==> src/rtl/rf_access_ctrl.sv <==
// Write-port arbiter and swap sequencer for a two-register (R1/R2) file.
// Requesters A and B share the single write port round-robin; SWAP has top priority.
module rf_access_ctrl #(
  parameter int WIDTH = 8
) (
  input  logic             CLK,
  input  logic             RST,
  input  logic             REQ_A,
  input  logic             SEL_A,
  input  logic [WIDTH-1:0] DATA_A,
  output logic             ACK_A,
  input  logic             REQ_B,
  input  logic             SEL_B,
  input  logic [WIDTH-1:0] DATA_B,
  output logic             ACK_B,
  input  logic             SWAP_REQ,
  output logic             SWAP_ACK,
  input  logic [WIDTH-1:0] R1_Value,
  input  logic [WIDTH-1:0] R2_Value,
  output logic             RF_SEL,
  output logic             RF_WR,
  output logic [WIDTH-1:0] RF_DATA,
  output logic             BUSY
);

  localparam logic [1:0] S_IDLE  = 2'd0;
  localparam logic [1:0] S_WRITE = 2'd1;
  localparam logic [1:0] S_SWP1  = 2'd2;
  localparam logic [1:0] S_SWP2  = 2'd3;

  logic [1:0]       state_q, state_d;
  logic             rr_q, rr_d;
  logic             wsel_q, wsel_d;
  logic [WIDTH-1:0] wdata_q, wdata_d;
  logic [WIDTH-1:0] t1_q, t1_d;
  logic [WIDTH-1:0] t2_q, t2_d;

  always_comb begin
    state_d = state_q;
    rr_d    = rr_q;
    wsel_d  = wsel_q;
    wdata_d = wdata_q;
    t1_d    = t1_q;
    t2_d    = t2_q;
    case (state_q)
      S_IDLE: begin
        if (SWAP_REQ) begin
          t1_d    = R1_Value;
          t2_d    = R2_Value;
          state_d = S_SWP1;
        end else if (REQ_A && (!REQ_B || rr_q)) begin
          // A wins when alone, or on a tie when B was granted last
          wsel_d  = SEL_A;
          wdata_d = DATA_A;
          rr_d    = 1'b0;
          state_d = S_WRITE;
        end else if (REQ_B) begin
          wsel_d  = SEL_B;
          wdata_d = DATA_B;
          rr_d    = 1'b1;
          state_d = S_WRITE;
        end
      end
      S_WRITE: state_d = S_IDLE;
      S_SWP1:  state_d = S_SWP2;
      S_SWP2:  state_d = S_IDLE;
      default: state_d = S_IDLE;
    endcase
  end

  always_ff @(posedge CLK) begin
    if (RST) begin
      state_q <= S_IDLE;
      rr_q    <= 1'b1;
      wsel_q  <= 1'b0;
      wdata_q <= '0;
      t1_q    <= '0;
      t2_q    <= '0;
    end else begin
      state_q <= state_d;
      rr_q    <= rr_d;
      wsel_q  <= wsel_d;
      wdata_q <= wdata_d;
      t1_q    <= t1_d;
      t2_q    <= t2_d;
    end
  end

  // Outputs decode purely from registered state; rr_q identifies the WRITE owner
  always_comb begin
    RF_WR    = 1'b0;
    RF_SEL   = 1'b0;
    RF_DATA  = '0;
    ACK_A    = 1'b0;
    ACK_B    = 1'b0;
    SWAP_ACK = 1'b0;
    BUSY     = (state_q != S_IDLE);
    case (state_q)
      S_WRITE: begin
        RF_WR   = 1'b1;
        RF_SEL  = wsel_q;
        RF_DATA = wdata_q;
        ACK_A   = ~rr_q;
        ACK_B   = rr_q;
      end
      S_SWP1: begin
        RF_WR   = 1'b1;
        RF_SEL  = 1'b0;
        RF_DATA = t2_q;
      end
      S_SWP2: begin
        RF_WR    = 1'b1;
        RF_SEL   = 1'b1;
        RF_DATA  = t1_q;
        SWAP_ACK = 1'b1;
      end
      default: ;
    endcase
  end

endmodule

==> config.mk <==
export PLATFORM = sky130hd
export DESIGN_NAME = rf_access_ctrl
export DESIGN_NICKNAME = d
export VERILOG_FILES = /design/src/rtl/rf_access_ctrl.sv
export SDC_FILE = /design/constraint.sdc
export NUM_CORES = 1
export LEC_CHECK = 0
export ABC_AREA = 1
export CAP_MARGIN = 5
export CORE_ASPECT_RATIO = 1.5
export CORE_MARGIN = 2
export CORE_UTILIZATION = 47
export DETAILED_ROUTE_END_ITERATION = 8
export PLACE_DENSITY_LB_ADDON = 0.05
export SYNTH_ARGS = -nofsm -noshare
export SYNTH_HDL_FRONTEND = slang
export SYNTH_SLANG_ARGS = --single-unit
==> constraint.sdc <==
create_clock -name CLK -period 2 [get_ports CLK]
set_clock_uncertainty 0.2 [all_clocks]
set_input_delay 0.2 -clock CLK [delete_from_list [all_inputs] [get_ports CLK]]
set_output_delay 0.2 -clock CLK [all_outputs]
set_load 0.05 [all_outputs]
* Word-level counts from Yosys, hierarchy flattened *
Cells that the tools add are included.

operators by class
  bitwise operators = 2
  equal/unequal tests = 4
  mux-type cells = 16
  reductions and logical operators = 10

operator list
  cell                                            count
  one-hot mux 8 bit (3 select lines)              1
  two-way mux 8 bit                               2
  two-way mux 1 bit                               8
  two-way mux 2 bit                               3
  one-hot mux 2 bit (3 select lines)              1
  == test 2 bit (second input constant)           2
  inequality test 4 bit (second input constant)   1
  nonzero test 2 bit                              2
  AND reduction 3 bit                             1
  OR reduction 3 bit                              1
  == test 2 x 1 -> 1 bit (second input constant)  1
  logical NOT 2 bit                               1
  NOT 1 bit                                       2
  one-hot mux 1 bit (2 select lines)              1
  AND reduction 2 bit                             1
  OR reduction 2 bit                              1
  logical AND 1 bit                               1
  logical NOT 1 bit                               1
  logical OR 1 bit                                1

storage, ports and cells
  input bits = 39
  logic and storage cells = 38
  register bits = 28
  output and inout port bits = 14

* Depth between registers and ports, before layout *
  depth after elaboration = 6
  depth in mapped cells = 7
  gate-level depth less buffers = 7

* Least setup slack after synthesis *
No wires, ideal clock.

  path kind = register to output
  start = register state_q[0]
  end = output RF_DATA[0]
  setup slack = 0.167 ns
  stages on the path, launching flop included = 5
  buffers on the path = 0
  arrival = 1.433 ns
  required time = 1.600 ns
  cell sequence = dfxtp_1 nand2_1 clkinv_1 nand2_1 o211ai_1

on the way
  cells in the longest elaborated chain, start to end = 2
  elaborated cells on any way between the ends = 4
  classes of those cells = 3 x eq/ne; 1 x mux

ends and longest elaborated chain
  element                                                  line  source
  start: declaration                                       31    logic [1:0] state_q, state_d;
  start signal: assignment                                 80    state_q <= state_d;
  == test 2 bit or == test 2 x 1 -> 1 bit (tied branches)  98    case (state_q)
  one-hot mux 8 bit (3 select lines) (*)                   98
  end: declaration                                         22    output logic [WIDTH-1:0] RF_DATA,

Mark *: on every way between the ends. The rest lies on a longest branch, timed or not.

* Worst setup path after layout *
  start = register state_q[0]
  end = output RF_DATA[4]

Same word-level chain as after synthesis.

==> run_results.csv <==
group,metric,value,unit
outcome,status,"completed",
sta,hold_violations,0,
layout,drive_gt1_share,11.6,%
pwr,irDropWorstVdd,0.492,mV
logic_synthesis,ys_types,20,
pwr,power_frac_comb,30.6,%
sta,report.final.setup_viol,0,
placed_design,dpl.hpwl,2260,um
setup_path,crit_type,"register to output pin",
setup_path,worst_setup_path_start_kind,"register",
clock_tree,cts_root_buffer,"clkbuf_8",
global_routing,grt_pass1_wl,5400,um
die,die_width,48.6,um
global_routing,grt_max_degree,20,
die,start_util,48.7,%
clock_tree,path_clk_slew,0.10,ns
layout,num_antenna_cells,0,
global_routing,grt.overflow.total,0,
placed_design,gp_congestion,0.798,
clock_tree,clock_path_buffers,2,
layout,final_cell_mix,"nor2_1, nand2_1, clkdlybuf4s50_1",
layout,synthToLayoutAreaGrowth,48.6,%
setup_path,path_max_fanout,9,
sta,maxSlewViolCount,0,
die,core_region_area,2880,sq um
sta,finalSetupTns,0,ns
pwr,p_int,1.10,mW
die,die_h,70.9,um
routing,drt_iter0_drc,34,
logic_synthesis,syn_avg_cell_area,6.47,sq um
routing,route.detailed.drc,0,
logic_synthesis,syn_inst,217,
clock_tree,clock_latency,0.28,ns
sta,worst_pin_slew,0.331,ns
layout,seq_area,561,sq um
routing,drt-total-wl,3050,um
sta,fin_crit_sh,95.1,%
clock_tree,h-tree-depth,1,
sta,max_freq,526,MHz
pwr,power_frac_clock,28.0,%
layout,multi_input_area,669,sq um
layout,nets,308,
die,dieArea,3450,sq um
logic_synthesis,ys_seq_elements,28,
clock_tree,numCtsBuffers,3,
pwr,switching_share,30.2,%
min_path,hold_path_class,"register to register",
pwr,power_frac_seq,41.4,%
logic_synthesis,synth-seq-area-share,39.9,%
sta,finalCriticalPeriod,1.90,ns
clock_tree,tritoncts,"done",
logic_synthesis,synth_nets,256,
routing,first_pass_iters,4,
setup_path,critPathCaptureType,"output pin",
clock_tree,cts.sinks,28,
sta,worst_hold_slack,0.289,ns
clock_tree,postCtsHoldBufs,0,
layout,nFillCells,249,
logic_synthesis,syn_area,1400,sq um
routing,drt-wirelength-per-cell,9.92,um
die,rows,24,
setup_path,arrival,1.50,ns
routing,ant_nets,0,
pwr,p_per_area,752,nW/um^2
routing,vias_per_cell,4.53,
logic_synthesis,yosys_warnings,0,
pwr,power.leakage,0.938,nW
global_routing,antenna_found_initial,0,
sta,relSlewSlack,77.9,%
sta,rsz0062_at_grt,"no",
global_routing,gr-usage-all-layers,19.5,%
pwr,total_power,1.57,mW
flow_run,drv_cap,0,
pwr,p_sw,0.474,mW
routing,vias,1390,
global_routing,grt_pass1_vias,1281,
layout,final_common_cell,"nor2_1",
die,ioPinCount,53,
setup_path,critPathRequiredTime,1.60,ns
clock_tree,cts_setup_buffers,0,
placed_design,io_buffers,52,
[synth_stat cells]
| cell type | n | area (sq um) |
|---|---|---|
| nor2_1 | 62 | 233 |
| nand2_1 | 59 | 221 |
| dfxtp_1 | 28 | 561 |
| inv_1 | 24 | 90.1 |
| o21ai_0 | 16 | 80.1 |
| o211ai_1 | 8 | 60.1 |
| a21oi_1 | 3 | 15.0 |
| buf_6 | 3 | 33.8 |
| nand2_2 | 2 | 12.5 |
| nor2_4 | 2 | 22.5 |
| buf_12 | 1 | 20.0 |
| buf_2 | 1 | 5.00 |
| buf_4 | 1 | 7.51 |
| clkbuf_1 | 1 | 3.75 |
| clkinv_1 | 1 | 3.75 |
| inv_2 | 1 | 3.75 |
| inv_6 | 1 | 8.76 |
| nand2_4 | 1 | 11.3 |
| nand3_1 | 1 | 5.00 |
| nor2_2 | 1 | 6.26 |
[per-layer routing]
metal	vias up	part of all wire [%]	GRT usage (%)
li1	755	-	-
met1	592	46	23.9
met2	38	49	33.2
met3	5	4.0	3.38
met4	0	1.5	8.57
met5	-	0	0
[cell type report]
type	instances	area share [%]
Clock inverter	1	1.44
Multi-Input combinational cell	155	32.1
Clock buffer	3	1.98
Tap cell	39	2.34
Sequential cell	28	26.9
Inverter	27	5.28
Timing Repair Buffer	54	30.0
[stage by stage]
step	cell area [sq um]	util (%)	std cells	worst slack [ns]
after floorplan	1400	-	217	0.167
after global placement	2010	69.7	303	0.316
after detailed placement	2010	69.7	303	0.281
after CTS	2080	72.2	307	0.0696
after global routing	2090	72.4	307	0.0184
final	2090	72.4	307	0.0971
[path summary, 6_finish.rpt]
path                            startpoint         end  slack, ns  cells past startpoint
worst max-delay path            state_q[0]  RF_DATA[4]        0.1                      5
worst min-delay path               t1_q[7]     t1_q[7]       0.29                      2
worst max register to register  state_q[1]  wdata_q[7]       0.61                      6
worst min register to register     t1_q[7]     t1_q[7]       0.29                      2
[kinds of logic (layout without fill, tap and decap cells)]
kind of cell | after synthesis | after routing | share of synthesized area, %
and+or+nand+nor | 128 | 128 | 36.5
buffers and inverters | 34 | 85 | 12.6
DFF | 28 | 28 | 39.9
AOI/OAI and AO/OA | 27 | 27 | 11.1
[critical path, cell delays in order, from the launching register on]
cell        delay (ns)
dfxtp_1           0.46
nand2_1           0.13
clkinvlp_4        0.17
nand2_1           0.09
o211ai_1          0.18
buf_12            0.18
[registers in the layout, indices dropped and copies added (netlist names)]
signal	flops
wdata_q	8
wsel_q	1
state_q	2
t2_q	8
t1_q	8
rr_q	1
[repair_timing]
item	CTS	global route
pin swaps	1	0
resized for setup	1	2
endpoints found under the setup margin	1	2
endpoints found under the hold margin	0	0
[power groups by stage]
stage / Clock (mW) / Sequential [mW] / Combinational, mW
2_1_floorplan: 0 / 0.654 / 0.307
3_3_place_gp: 0 / 0.659 / 0.476
3_5_place_dp: 0 / 0.661 / 0.479
4_1_cts: 0.446 / 0.649 / 0.484
5_1_grt: 0.468 / 0.655 / 0.533
6_report: 0.440 / 0.649 / 0.480
Note: power is estimated with default switching activity, not from simulation.
